===== config.mk =====
export PLATFORM = sky130hd
export DESIGN_NAME = rv32v_memory_sequencer
export DESIGN_NICKNAME = d
export VERILOG_FILES = /design/src/rtl/rv32i_types_pkg.sv /design/src/rtl/rv32v_mem_lane_align.sv /design/src/rtl/rv32v_memory_sequencer.sv
export SDC_FILE = /design/constraint.sdc
export NUM_CORES = 1
export LEC_CHECK = 0
export ABC_AREA = 1
export CAP_MARGIN = 20
export CORE_ASPECT_RATIO = 1.25
export CORE_MARGIN = 3
export CORE_UTILIZATION = 40
export DETAILED_ROUTE_END_ITERATION = 10
export GPL_TIMING_DRIVEN = 0
export PLACE_DENSITY = 0.69
export SETUP_SLACK_MARGIN = 0.05
export SYNTH_ARGS = -nofsm -noshare
export SYNTH_HDL_FRONTEND = slang
export SYNTH_HIERARCHICAL = 1
export SYNTH_SLANG_ARGS = --single-unit

===== constraint.sdc =====
create_clock -name CLK -period 3.4 [get_ports CLK]
set_input_delay 0.34 -clock CLK [delete_from_list [all_inputs] [get_ports CLK]]
set_output_delay 0.34 -clock CLK [all_outputs]
set_load 0.005 [all_outputs]

===== src/rtl/rv32i_types_pkg.sv =====
// rtl/rv32i_types_pkg.sv - shared vector memory types: element width, offsets, sequencer state
package rv32i_types_pkg;

  typedef enum logic [1:0] {
    SEW8  = 2'd0,
    SEW16 = 2'd1,
    SEW32 = 2'd2
  } sew_t;

  typedef logic [2:0] offset_t;

  typedef enum logic [1:0] {
    IDLE = 2'd0,
    REQ0 = 2'd1,
    REQ1 = 2'd2,
    WB   = 2'd3
  } vmem_state_t;

  typedef struct packed {
    logic        load;
    logic        store;
    logic [1:0]  wen;
    logic [31:0] addr0;
    logic [31:0] addr1;
    logic [31:0] sdata0;
    logic [31:0] sdata1;
    offset_t     woff0;
    offset_t     woff1;
    sew_t        eew;
    logic [4:0]  vd;
  } vmem_req_t;

  // Natural alignment: halves on even bytes, words on word boundaries.
  function automatic logic lane_misaligned(input sew_t sew, input logic [1:0] lo);
    case (sew)
      SEW16:   return lo[0];
      SEW32:   return lo != 2'b00;
      default: return 1'b0;
    endcase
  endfunction

endpackage


===== src/rtl/rv32v_mem_lane_align.sv =====
// rtl/rv32v_mem_lane_align.sv - byte-lane steering for one vector element access
module rv32v_mem_lane_align
  import rv32i_types_pkg::*;
#(
  parameter bit SIGN_EXT = 1'b0
) (
  input  sew_t        sew,
  input  logic [1:0]  addr_lo,
  input  logic [31:0] store_elem,
  input  logic [31:0] rdata,
  output logic [3:0]  byte_en,
  output logic [31:0] wdata,
  output logic [31:0] load_elem,
  output logic        misaligned
);

  logic [4:0]  shamt;
  logic [31:0] shifted;

  always_comb begin
    byte_en   = 4'b0000;
    wdata     = '0;
    shamt     = '0;
    shifted   = '0;
    load_elem = '0;
    case (sew)
      SEW16: begin
        byte_en = 4'b0011 << {addr_lo[1], 1'b0};
        wdata   = {2{store_elem[15:0]}};
        shamt   = {addr_lo[1], 4'b0000};
      end
      SEW32: begin
        byte_en = 4'b1111;
        wdata   = store_elem;
      end
      default: begin
        byte_en = 4'b0001 << addr_lo;
        wdata   = {4{store_elem[7:0]}};
        shamt   = {addr_lo, 3'b000};
      end
    endcase
    shifted = rdata >> shamt;
    case (sew)
      SEW16:   load_elem = {{16{SIGN_EXT & shifted[15]}}, shifted[15:0]};
      SEW32:   load_elem = shifted;
      default: load_elem = {{24{SIGN_EXT & shifted[7]}}, shifted[7:0]};
    endcase
  end

  assign misaligned = lane_misaligned(sew, addr_lo);

endmodule


===== src/rtl/rv32v_memory_sequencer.sv =====
// rtl/rv32v_memory_sequencer.sv - two-lane vector load/store sequencer onto a single data bus
module rv32v_memory_sequencer
  import rv32i_types_pkg::*;
#(
  parameter bit SIGN_EXT = 1'b0
) (
  input  logic        CLK,
  input  logic        nRST,
  input  logic        ex_valid,
  input  logic        ex_load,
  input  logic        ex_store,
  input  logic [1:0]  ex_wen,
  input  logic [31:0] ex_aluresult0,
  input  logic [31:0] ex_aluresult1,
  input  logic [31:0] ex_storedata0,
  input  logic [31:0] ex_storedata1,
  input  offset_t     ex_woffset0,
  input  offset_t     ex_woffset1,
  input  sew_t        ex_eew,
  input  logic [4:0]  ex_vd,
  output logic        ex_stall,
  output logic [31:0] dmem_addr,
  output logic        dmem_ren,
  output logic        dmem_wen,
  output logic [3:0]  dmem_byte_en,
  output logic [31:0] dmem_wdata,
  input  logic [31:0] dmem_rdata,
  input  logic        dmem_busy,
  output logic        wb_valid,
  output logic [1:0]  wb_wen,
  output logic [31:0] wb_wdat0,
  output logic [31:0] wb_wdat1,
  output offset_t     wb_woffset0,
  output offset_t     wb_woffset1,
  output logic [4:0]  wb_vd,
  output logic [1:0]  wb_misaligned
);

  vmem_state_t state_q, state_d;
  vmem_req_t   req_q, req_d;
  logic [31:0] wdat0_q, wdat0_d, wdat1_q, wdat1_d;
  logic [1:0]  mis_q, mis_d;

  logic        capture, cap_mem, in_req, lane_sel, lane_mis;
  logic [1:0]  cap_mis, cap_act;
  logic [31:0] lane_addr, lane_sdata, lane_wdata, lane_load;
  logic [3:0]  lane_be;

  assign capture  = ex_valid && !ex_stall;
  assign in_req   = (state_q == REQ0) || (state_q == REQ1);
  assign lane_sel = (state_q == REQ1);

  // Misaligned lanes are dropped at capture so they never cost a bus cycle.
  always_comb begin
    cap_mem = ex_load | ex_store;
    cap_mis = 2'b00;
    if (cap_mem) begin
      cap_mis = ex_wen & {lane_misaligned(ex_eew, ex_aluresult1[1:0]),
                          lane_misaligned(ex_eew, ex_aluresult0[1:0])};
    end
    cap_act = cap_mem ? (ex_wen & ~cap_mis) : 2'b00;
  end

  always_comb begin
    lane_addr  = lane_sel ? req_q.addr1  : req_q.addr0;
    lane_sdata = lane_sel ? req_q.sdata1 : req_q.sdata0;
  end

  rv32v_mem_lane_align #(
    .SIGN_EXT(SIGN_EXT)
  ) u_align (
    .sew       (req_q.eew),
    .addr_lo   (lane_addr[1:0]),
    .store_elem(lane_sdata),
    .rdata     (dmem_rdata),
    .byte_en   (lane_be),
    .wdata     (lane_wdata),
    .load_elem (lane_load),
    .misaligned(lane_mis)
  );

  always_ff @(posedge CLK or negedge nRST) begin
    if (!nRST) begin
      state_q <= IDLE;
    end else begin
      state_q <= state_d;
    end
  end

  always_comb begin
    state_d = state_q;
    case (state_q)
      REQ0:    if (!dmem_busy) state_d = (req_q.wen[1] && !mis_q[1]) ? REQ1 : WB;
      REQ1:    if (!dmem_busy) state_d = WB;
      WB:      state_d = IDLE;
      default: state_d = IDLE;
    endcase
    if (capture) begin
      state_d = cap_act[0] ? REQ0 : (cap_act[1] ? REQ1 : WB);
    end
  end

  always_comb begin
    req_d   = req_q;
    mis_d   = mis_q;
    wdat0_d = wdat0_q;
    wdat1_d = wdat1_q;
    if (capture) begin
      req_d.load   = ex_load;
      req_d.store  = ex_store;
      req_d.wen    = ex_wen;
      req_d.addr0  = ex_aluresult0;
      req_d.addr1  = ex_aluresult1;
      req_d.sdata0 = ex_storedata0;
      req_d.sdata1 = ex_storedata1;
      req_d.woff0  = ex_woffset0;
      req_d.woff1  = ex_woffset1;
      req_d.eew    = ex_eew;
      req_d.vd     = ex_vd;
      mis_d        = cap_mis;
      wdat0_d      = (!cap_mem && ex_wen[0]) ? ex_aluresult0 : '0;
      wdat1_d      = (!cap_mem && ex_wen[1]) ? ex_aluresult1 : '0;
    end else if (in_req && !dmem_busy && req_q.load) begin
      if (lane_sel) wdat1_d = lane_load;
      else          wdat0_d = lane_load;
    end
  end

  always_ff @(posedge CLK or negedge nRST) begin
    if (!nRST) begin
      req_q   <= '0;
      mis_q   <= '0;
      wdat0_q <= '0;
      wdat1_q <= '0;
    end else begin
      req_q   <= req_d;
      mis_q   <= mis_d;
      wdat0_q <= wdat0_d;
      wdat1_q <= wdat1_d;
    end
  end

  // A load wins over a store when both are flagged.
  always_comb begin
    ex_stall      = 1'b0;
    dmem_addr     = '0;
    dmem_ren      = 1'b0;
    dmem_wen      = 1'b0;
    dmem_byte_en  = 4'b0000;
    dmem_wdata    = '0;
    wb_valid      = 1'b0;
    wb_wen        = 2'b00;
    wb_wdat0      = '0;
    wb_wdat1      = '0;
    wb_woffset0   = '0;
    wb_woffset1   = '0;
    wb_vd         = '0;
    wb_misaligned = 2'b00;
    case (state_q)
      REQ0, REQ1: begin
        ex_stall = 1'b1;
        if (!lane_mis) begin
          dmem_addr    = {lane_addr[31:2], 2'b00};
          dmem_ren     = req_q.load;
          dmem_wen     = req_q.store & ~req_q.load;
          dmem_byte_en = lane_be;
          dmem_wdata   = lane_wdata;
        end
      end
      WB: begin
        wb_valid      = 1'b1;
        wb_wen        = req_q.wen & ~mis_q;
        wb_wdat0      = wdat0_q;
        wb_wdat1      = wdat1_q;
        wb_woffset0   = req_q.woff0;
        wb_woffset1   = req_q.woff1;
        wb_vd         = req_q.vd;
        wb_misaligned = mis_q;
      end
      default: ;
    endcase
  end

endmodule


Word-level counts from Yosys, hierarchy flattened. Cells that the tools add are included. Widths: inputs -> output; s select.

Register bits: 213. Bits in latches: 0. RAM bits: 0. ROM bits: 0. Input bits: 181. Output and inout bits: 151. Memories: 0.

Add/subtract/negate cells: 0. Multipliers: 0. Div/mod/pow operators: 0. $lt $le $gt $ge: 0. Equal/unequal tests: 10. Shift-type cells: 3. Muxes and demuxes: 47. Bitwise operators: 8. Reductions and logical operators: 20.

Operators with widths (count): $mux 32 (16); $pmux 32 s2 (2); $shr 32x5->32 (1); $mux 2 (8); $mux 1 (10); $pmux 5 s2 (1); $reduce_bool 2->1 (5); $eq 2x2->1 const B (4); $mux 4 (2); $pmux 4 s2 (1); $and 2x2->2 (3); $eq 2x1->1 const B (3); $logic_and 1x1->1 (6); $mux 3 (2); $ne 3x3->1 const B (2); $pmux 1 s2 (3); $reduce_and 2->1 (3); $mux 5 (1); $logic_not 1->1 (4); $not 2->2 (2); $pmux 2 s2 (1); $shl 1x2->4 const A (1); $shl 2x2->4 const A (1); $ne 2x2->1 const B (1); other kinds (5) (5).

Logic depth before layout (Yosys ltp). Gate-level depths: netlist of the first run.

Depth in word-level cells: 11. Gate-level depth with buffers: 18. Depth with buffers taken out: 14.

By module. The synthesis of the first run kept the hierarchy.

Modules (own cells, without submodules): rv32v_memory_sequencer (times used 1, cells an instance 1477, area each 10571.4 µm², sequential area each 5330.1 µm²); rv32v_mem_lane_align (times used 1, cells an instance 275, area each 1219.9 µm², sequential area each 0.0 µm²).

Worst setup path before layout of the first run. No wires, ideal clock.

Path type: reg-to-output. Start point: register state_q[0]. End point: output port dmem_byte_en[0]. Arrival: 2.587 ns. Data required time: 3.060 ns. Slack: 0.473 ns. Stages on the path, launching flop included: 15. Buffers on the path: 7. Path through: dfrtp_1 > inv_1 > ha_1 > buf_2 > buf_2 > buf_2 > o21ai_0 > buf_2 > nor2_1 > o21ai_0 > or2_1 > clkbuf_1 > buf_2 > buf_2 > nor2_1.

Word-level cells in the longest chain between the ends: 6. Elaborated cells on any way between the ends: 11.

RTL lines: start: declaration (line rv32v_memory_sequencer.sv:39) `vmem_state_t state_q, state_d;`; start signal: assignment (line rv32v_memory_sequencer.sv:86) `state_q <= state_d;`; $eq 2x2->1 * (line rv32v_memory_sequencer.sv:51) `assign lane_sel = (state_q == REQ1);`; $mux 32 * (line rv32v_memory_sequencer.sv:65) `lane_addr = lane_sel ? req_q.addr1 : req_q.addr0;`; net lane_addr[0] (line rv32v_memory_sequencer.sv:46) `logic [31:0] lane_addr, lane_sdata, lane_wdata, lane_load;`; $reduce_bool 2->1 (line rv32i_types_pkg.sv:37) `SEW32: return lo != 2'b00;`; $pmux 1 s2 * (line rv32i_types_pkg.sv:35) `case (sew)`; net lane_mis (line rv32v_memory_sequencer.sv:44) `logic capture, cap_mem, in_req, lane_sel, lane_mis;`; $mux 4 * (line rv32v_memory_sequencer.sv:162) `if (!lane_mis) begin`; $mux 4 * (line rv32v_memory_sequencer.sv:159) `case (state_q)`; end: declaration (line rv32v_memory_sequencer.sv:25) `output logic [3:0] dmem_byte_en,`.

Mark *: on every way through the listed nets, which the timed path passes. The rest lies on a longest branch.

Worst setup path after layout of the first run.
Start point: register state_q[0]. End point: output port dmem_addr[4].

Word-level cells in the longest chain between the ends: 6. Elaborated cells on any way between the ends: 8.

RTL lines: $eq 2x2->1 * (line rv32v_memory_sequencer.sv:51); $mux 32 * (line rv32v_memory_sequencer.sv:65); net lane_addr[0] (line rv32v_memory_sequencer.sv:46); $reduce_bool 2->1 (line rv32i_types_pkg.sv:37); $pmux 1 s2 * (line rv32i_types_pkg.sv:35); net lane_mis (line rv32v_memory_sequencer.sv:44); $mux 32 * (line rv32v_memory_sequencer.sv:162); $mux 32 * (line rv32v_memory_sequencer.sv:159); end: declaration (line rv32v_memory_sequencer.sv:22) `output logic [31:0] dmem_addr,`.

Marks and branches as above.

==> impl_metrics.py, run 1 <==
metrics = {
    "outcome": {
        "outcome": "finished, final reports clean",
    },
    "placement": {
        "dp_hpwl_um": 35500,
        "gp_congestion": 0.949,
        "io_buffers": 329,
        "dp_slack_ns": -1.05,
    },
    "floorplan": {
        "die_w_um": 160,
        "die_height_um": 198,
        "dieArea_mm2": 0.0316,
        "start_util_pct": 41.0,
        "num_rows": 69,
        "io-pin-count": 332,
        "core_mm2": 0.0287,
    },
    "drt": {
        "ant_nets": 0,
        "via_count": 12800,
        "drt_iter0_markers": 1047,
        "dr.pass1.iters": 5,
        "postRouteWirelength_um": 47200,
        "drcViolationCount": 0,
        "routedWlPerCell_um": 18.7,
        "routed_via_density": 5.07,
    },
    "sta": {
        "whs_ns": 0.315,
        "period_needed_ns": 3.29,
        "tightestPinTransition_ns": 0.990,
        "setup_ws_ns": 0.107,
        "grt_setup_unrepaired": "true",
        "hold_viol": 0,
        "post-route-period-util_pct": 96.8,
        "tns_ns": 0,
        "setup_viol": 0,
        "relSlewSlack_pct": 34.0,
        "skew_ns": 0.0202,
        "maxSlewViolCount": 0,
        "max_freq_ghz": 0.304,
    },
    "clock_network": {
        "cts-root-buf": "clkbuf_16",
        "cts_htree_levels": 1,
        "clockBufferDepth": 3,
        "clk_pin_slew_ns": 0.06,
        "cts_tree": "done",
        "worstSkewPairLatency_ns": 0.52,
        "cts_sinks": 213,
        "cts_buffers": 23,
    },
    "worst_setup_path": {
        "r2r_cells": 15,
        "cp-end-kind": "output pin",
        "crit_arrival_ns": 2.95,
        "rr_endpoint": "wdat1_q[9]",
        "required_ns": 3.06,
        "r2r_slack_ns": 0.70,
        "crit-reg2reg-launch": "state_q[0]",
        "worstSetupStartpointType": "register",
        "critical_path_class": "register to output pin",
        "critPathMaxFanout": 10,
    },
    "power": {
        "ir_worst_vdd_uv": 693,
        "power.density_mw_per_mm2": 1070,
        "cellLeakagePower_nw": 9.10,
    },
    "grt": {
        "gr-total-overflow": 0,
        "grt_max_degree": 91,
        "grt_pass1_vias": 13100,
        "antenna_found_initial": 0,
        "grtUsageTotal_pct": 29.3,
        "grt_pass1_wl_um": 72700,
    },
    "layout": {
        "multi_input_area_mm2": 0.00536,
        "final_core_util_pct": 58.5,
        "num_antenna_cells": 0,
        "syn_to_final_growth_pct": 42.5,
        "drive_gt1_share_pct": 11.0,
        "fillers": 2765,
        "ff_latch_area_mm2": 0.00533,
        "final_nets": 2310,
    },
    "synthesis": {
        "synth_seq_cells": 213,
        "syn-cell-area_mm2": 0.0118,
        "synth.distinct_cells": 31,
        "postSynthAreaPerCell_um2": 6.73,
        "ys_warn_count": 6,
        "ys_seq_area_share_pct": 45.2,
        "syn_inst": 1752,
    },
    "min_path": {
        "hp-class": "input pin to asynchronous set/reset pin",
    },
    "job": {
        "maxCapViolations": 0,
    },
}
-- worst max-delay path by stage --
stage                           from              end  slack (ns)  cells after the start
final                     state_q[0]     dmem_addr[4]        0.11                     14
after global routing      state_q[0]   dmem_wdata[31]        0.03                     15
after global placement          nRST         req_q[8]       -7.08                      1
after CTS                 state_q[0]    dmem_addr[26]        0.04                     15
after floorplan           state_q[0]  dmem_byte_en[0]        0.47                     14
after detailed placement  state_q[0]  dmem_byte_en[0]       -1.05                     15
-- registers in the layout, indices dropped and copies added, names as in the netlist --
register / count
state_q: 2
mis_q: 2
req_q: 145
wdat1_q: 32
wdat0_q: 32
-- where the power goes --
part           switching (mW)  internal, mW  leakage [nW]
combinational            6.87          4.22          6.01
clock                    1.03          1.59         0.384
sequential              0.611          3.71          2.71
-- routing by layer --
metal  global-route usage [%]  vias up  share of wire, %
li1                         -     6028                 -
met1                     35.6     5976                38
met2                     51.8      705                49
met3                     5.13      114               8.2
met4                     11.6        0               4.2
met5                        0        -                 0
-- worst max-delay path, cell delays in order, from the launching register on --
cell	delay (ns)
dfrtp_1	0.38
inv_2	0.05
ha_2	0.18
buf_6	0.12
buf_12	0.14
buf_12	0.13
nand2_1	0.06
o21ai_2	0.07
buf_6	0.13
nor2_4	0.09
o21ai_2	0.06
or2_4	0.30
bufbuf_16	0.30
a211oi_1	0.21
buf_2	0.20
-- synthesized netlist by cell type (all sizes together) --
| library cell | count | area share, % |
|---|---|---|
| a211oi | 30 | 1.9 |
| a21oi | 12 | 0.51 |
| and3 | 1 | 0.053 |
| buf | 83 | 4.0 |
| clkbuf | 30 | 0.96 |
| clkinv | 1 | 0.042 |
| conb | 1 | 0.032 |
| dfrtp | 213 | 45 |
| ha | 7 | 0.74 |
| inv | 207 | 6.6 |
| nand2 | 913 | 29 |
| nand3 | 18 | 0.76 |
| nand3b | 2 | 0.13 |
| nor2 | 104 | 3.4 |
| nor3 | 2 | 0.085 |
| o211ai | 3 | 0.19 |
| o21ai | 59 | 2.6 |
| o21bai | 1 | 0.064 |
| o22ai | 64 | 3.4 |
| or2 | 1 | 0.053 |
-- logic make-up (layout without fill, tap and decap cells) --
family	Yosys count	count (layout)	share of synthesized area [%]
flip-flops	213	213	45.2
other	1	2	0.0318
AND/OR/NAND/NOR	1041	1041	33.7
adder cells (fa/ha/maj)	7	7	0.743
buffers and inverters	321	707	11.7
AO/OA/AOI/OAI	169	169	8.70
-- cell type report --
cell class / count / share of cell area [%]
Timing Repair Buffer: 346 / 19.8
Buffer: 111 / 4.38
Sequential cell: 213 / 31.7
Multi-Input combinational cell: 1219 / 31.9
Inverter: 208 / 4.67
Clock buffer: 36 / 4.01
Clock inverter: 6 / 0.648
Tap cell: 390 / 2.90
-- stage by stage --
step                      area (µm²)  std cells  power [mW]
after floorplan                11800       1753        9.90
after global placement         15600       2472        14.2
after detailed placement       15600       2474        14.3
after CTS                      16900       2530        17.9
after global routing           16800       2529        19.3
final                          16800       2529        18.0
-- cell usage in the layout (no fill, tap or decap), drive strengths merged, types with 30 or more instances in the layout --
cell type      Yosys  final
nand2            913    913
o22ai             64     64
clkbuf            30     80
buf               83    119
clkdlybuf4s50      0    260
inv              207    208
o21ai             59     59
dfrtp            213    213
a211oi            30     30
nor2             104    104
-- repair_timing --
| action | CTS | global route |
|---|---|---|
| hold buffers | 1 | 0 |
| endpoints found under the hold margin | 39 | 0 |
| resized for setup | 224 | 71 |
| gates cloned | 3 | 0 |
| setup buffers | 11 | 0 |
| endpoints found under the setup margin | 68 | 76 |
| pin swaps | 5 | 6 |
No activity file was read; power rests on OpenSTA's default activity.
==> inputs of run 2 (changes only) <==
--- a/config.mk
+++ b/config.mk
@@ -12,7 +12,7 @@
 export CORE_UTILIZATION = 40
 export DETAILED_ROUTE_END_ITERATION = 10
 export GPL_TIMING_DRIVEN = 0
-export PLACE_DENSITY = 0.69
+export PLACE_DENSITY = 0.76
 export SETUP_SLACK_MARGIN = 0.05
 export SYNTH_ARGS = -nofsm -noshare
 export SYNTH_HDL_FRONTEND = slang
==> impl_metrics.py, run 2 (same netlist as run 1, synthesis figures left out) <==
metrics = {
    "sta": {
        "post-route-period-util_pct": 96.1,
        "max_freq_ghz": 0.306,
        "relSlewSlack_pct": 33.0,
        "setup_viol": 0,
        "grt_setup_unrepaired": "true",
        "period_needed_ns": 3.27,
        "maxSlewViolCount": 0,
        "hold_viol": 0,
        "skew_ns": 0.0278,
        "whs_ns": 0.341,
        "tightestPinTransition_ns": 1.00,
    },
    "clock_network": {
        "cts_sinks": 213,
        "clk_pin_slew_ns": 0.06,
        "cts_htree_levels": 1,
        "clockBufferDepth": 3,
        "worstSkewPairLatency_ns": 0.53,
        "cts_buffers": 22,
        "cts-root-buf": "clkbuf_16",
        "cts_tree": "done",
    },
    "worst_setup_path": {
        "rr_endpoint": "wdat1_q[9]",
        "cp-end-kind": "output pin",
        "critPathMaxFanout": 10,
        "worstSetupStartpoint": "state_q[0]",
        "critical_path_class": "register to output pin",
        "worstSetupEndpoint": "dmem_byte_en[0]",
        "crit-reg2reg-launch": "state_q[0]",
        "worstSetupStartpointType": "register",
        "r2r_cells": 15,
        "crit_arrival_ns": 2.93,
        "required_ns": 3.06,
        "r2r_slack_ns": 0.73,
    },
    "min_path": {
        "hp-class": "input pin to register",
    },
    "grt": {
        "grt_pass1_vias": 12800,
        "gr-total-overflow": 0,
        "grt_max_degree": 76,
        "grt_pass1_wl_um": 70400,
        "grtUsageTotal_pct": 28.3,
        "antenna_found_initial": 1,
    },
    "floorplan": {
        "dieArea_mm2": 0.0316,
        "die_height_um": 198,
        "core_mm2": 0.0287,
        "die_w_um": 160,
        "start_util_pct": 41.0,
        "io-pin-count": 332,
        "num_rows": 69,
    },
    "drt": {
        "drcViolationCount": 0,
        "postRouteWirelength_um": 46200,
        "drt_iter0_markers": 1066,
        "routedWlPerCell_um": 18.3,
        "dr.pass1.iters": 5,
        "ant_nets": 0,
        "routed_via_density": 5.09,
        "via_count": 12800,
    },
    "placement": {
        "io_buffers": 329,
        "gp_congestion": 0.930,
        "dpl-instance-area_mm2": 0.0156,
        "dp_hpwl_um": 35200,
    },
    "layout": {
        "drive_gt1_share_pct": 11.4,
        "top_register": "req_q",
        "syn_to_final_growth_pct": 41.3,
        "design_area_mm2": 0.0167,
        "most-common-layout-cells": "nand2_1 (908), clkdlybuf4s50_1 (260), dfrtp_1 (213)",
        "top_regs": "req_q x145, wdat0_q x32, wdat1_q x32",
        "fillers": 2795,
        "final_common_cell": "nand2_1",
        "final_nets": 2306,
        "largest_reg_flops": 145,
    },
    "job": {
        "maxCapViolations": 0,
    },
    "outcome": {
        "outcome": "finished, final reports clean",
    },
    "power": {
        "cellLeakagePower_nw": 9.09,
        "ir_worst_vdd_uv": 549,
        "power.density_mw_per_mm2": 1060,
    },
}
## run 2: cell types whose count changed in the layout (fill, tap and decap cells not counted), moves of 4 or more
cell	delta
buf_2	+21
clkbuf_2	-12
clkdlybuf4s15_1	-20
dlygate4sd2_1	+9
nor2_2	+7
nor2_4	-4
## run 2: how the worst min path moves through the flow
| stage | start | to | slack, ns | cells after the start |
|---|---|---|---|---|
| floorplan | nRST | mis_q[0] | 0.04 | 0 |
| global placement | req_q[66] | req_q[66] | 0.46 | 2 |
| detailed placement | nRST | req_q[89] | 0.32 | 1 |
| CTS | ex_storedata1[12] | req_q[25] | 0.33 | 3 |
| global route | ex_storedata1[12] | req_q[25] | 0.33 | 3 |
| finish | ex_storedata1[12] | req_q[25] | 0.34 | 3 |
## run 2: what timing repair did
action | 4_1_cts | 5_1_grt
resized for setup | 286 | 28
cloned | 0 | 2
hold buffers | 1 | 0
endpoints found under the hold margin | 68 | 0
buffers inserted | 8 | 1
pin swaps | 4 | 7
setup endpoints to repair | 68 | 54
## run 2: area by class of cell
cell class / instances / area [µm²] / area share [%]
repair buffers: 343 / 3200 / 19.2
well taps: 390 / 488 / 2.93
inverters: 208 / 785 / 4.71
multi-input cells: 1219 / 5360 / 32.2
flip-flops and latches: 213 / 5330 / 32.0
plain buffers: 111 / 743 / 4.46
clock inverters: 9 / 136 / 0.819
clock buffers: 30 / 611 / 3.67
diodes: 1 / 2.50 / 0.0150
## run 2: layer usage
layer	share of wire [%]	vias to the layer above	global-route usage [%]
met5	0.028	-	0
met3	8.2	123	5.25
li1	-	6017	-
met1	37	6029	33.6
met4	4.5	2	11.6
met2	50	670	50.6
## run 2: stage by stage
step | setup TNS [ns] | cells | worst slack [ns] | power (mW) | utilization (%)
after global routing | 0 | 2523 | 0.0251 | 18.9 | 57.9
final | 0 | 2524 | 0.132 | 17.7 | 57.9
after floorplan | 0 | 1753 | 0.473 | 9.90 | -
after detailed placement | -55.69 | 2474 | -0.948 | 14.3 | 54.4
after CTS | -0.00231 | 2521 | -0.00231 | 17.5 | 57.9
after global placement | -1556.34 | 2472 | -7.07 | 14.1 | 54.2
## run 2: power breakdown
part           switching (mW)  leakage, nW  internal (mW)
clock                    1.06        0.360           1.49
sequential              0.599         2.71           3.71
combinational            6.75         6.01           4.06
## run 2: worst max-delay path: stages, from the launching register on
cell and delay, ns:
dfrtp_1 0.34, inv_1 0.06, ha_2 0.18, buf_6 0.13
buf_12 0.14, buf_12 0.13, nand2_2 0.07, o21ai_4 0.08
buf_6 0.13, nand3_1 0.10, o21ai_2 0.07, or2_4 0.27
buf_4 0.15, buf_12 0.15, buf_12 0.15, nor2_4 0.12
buf_2 0.12
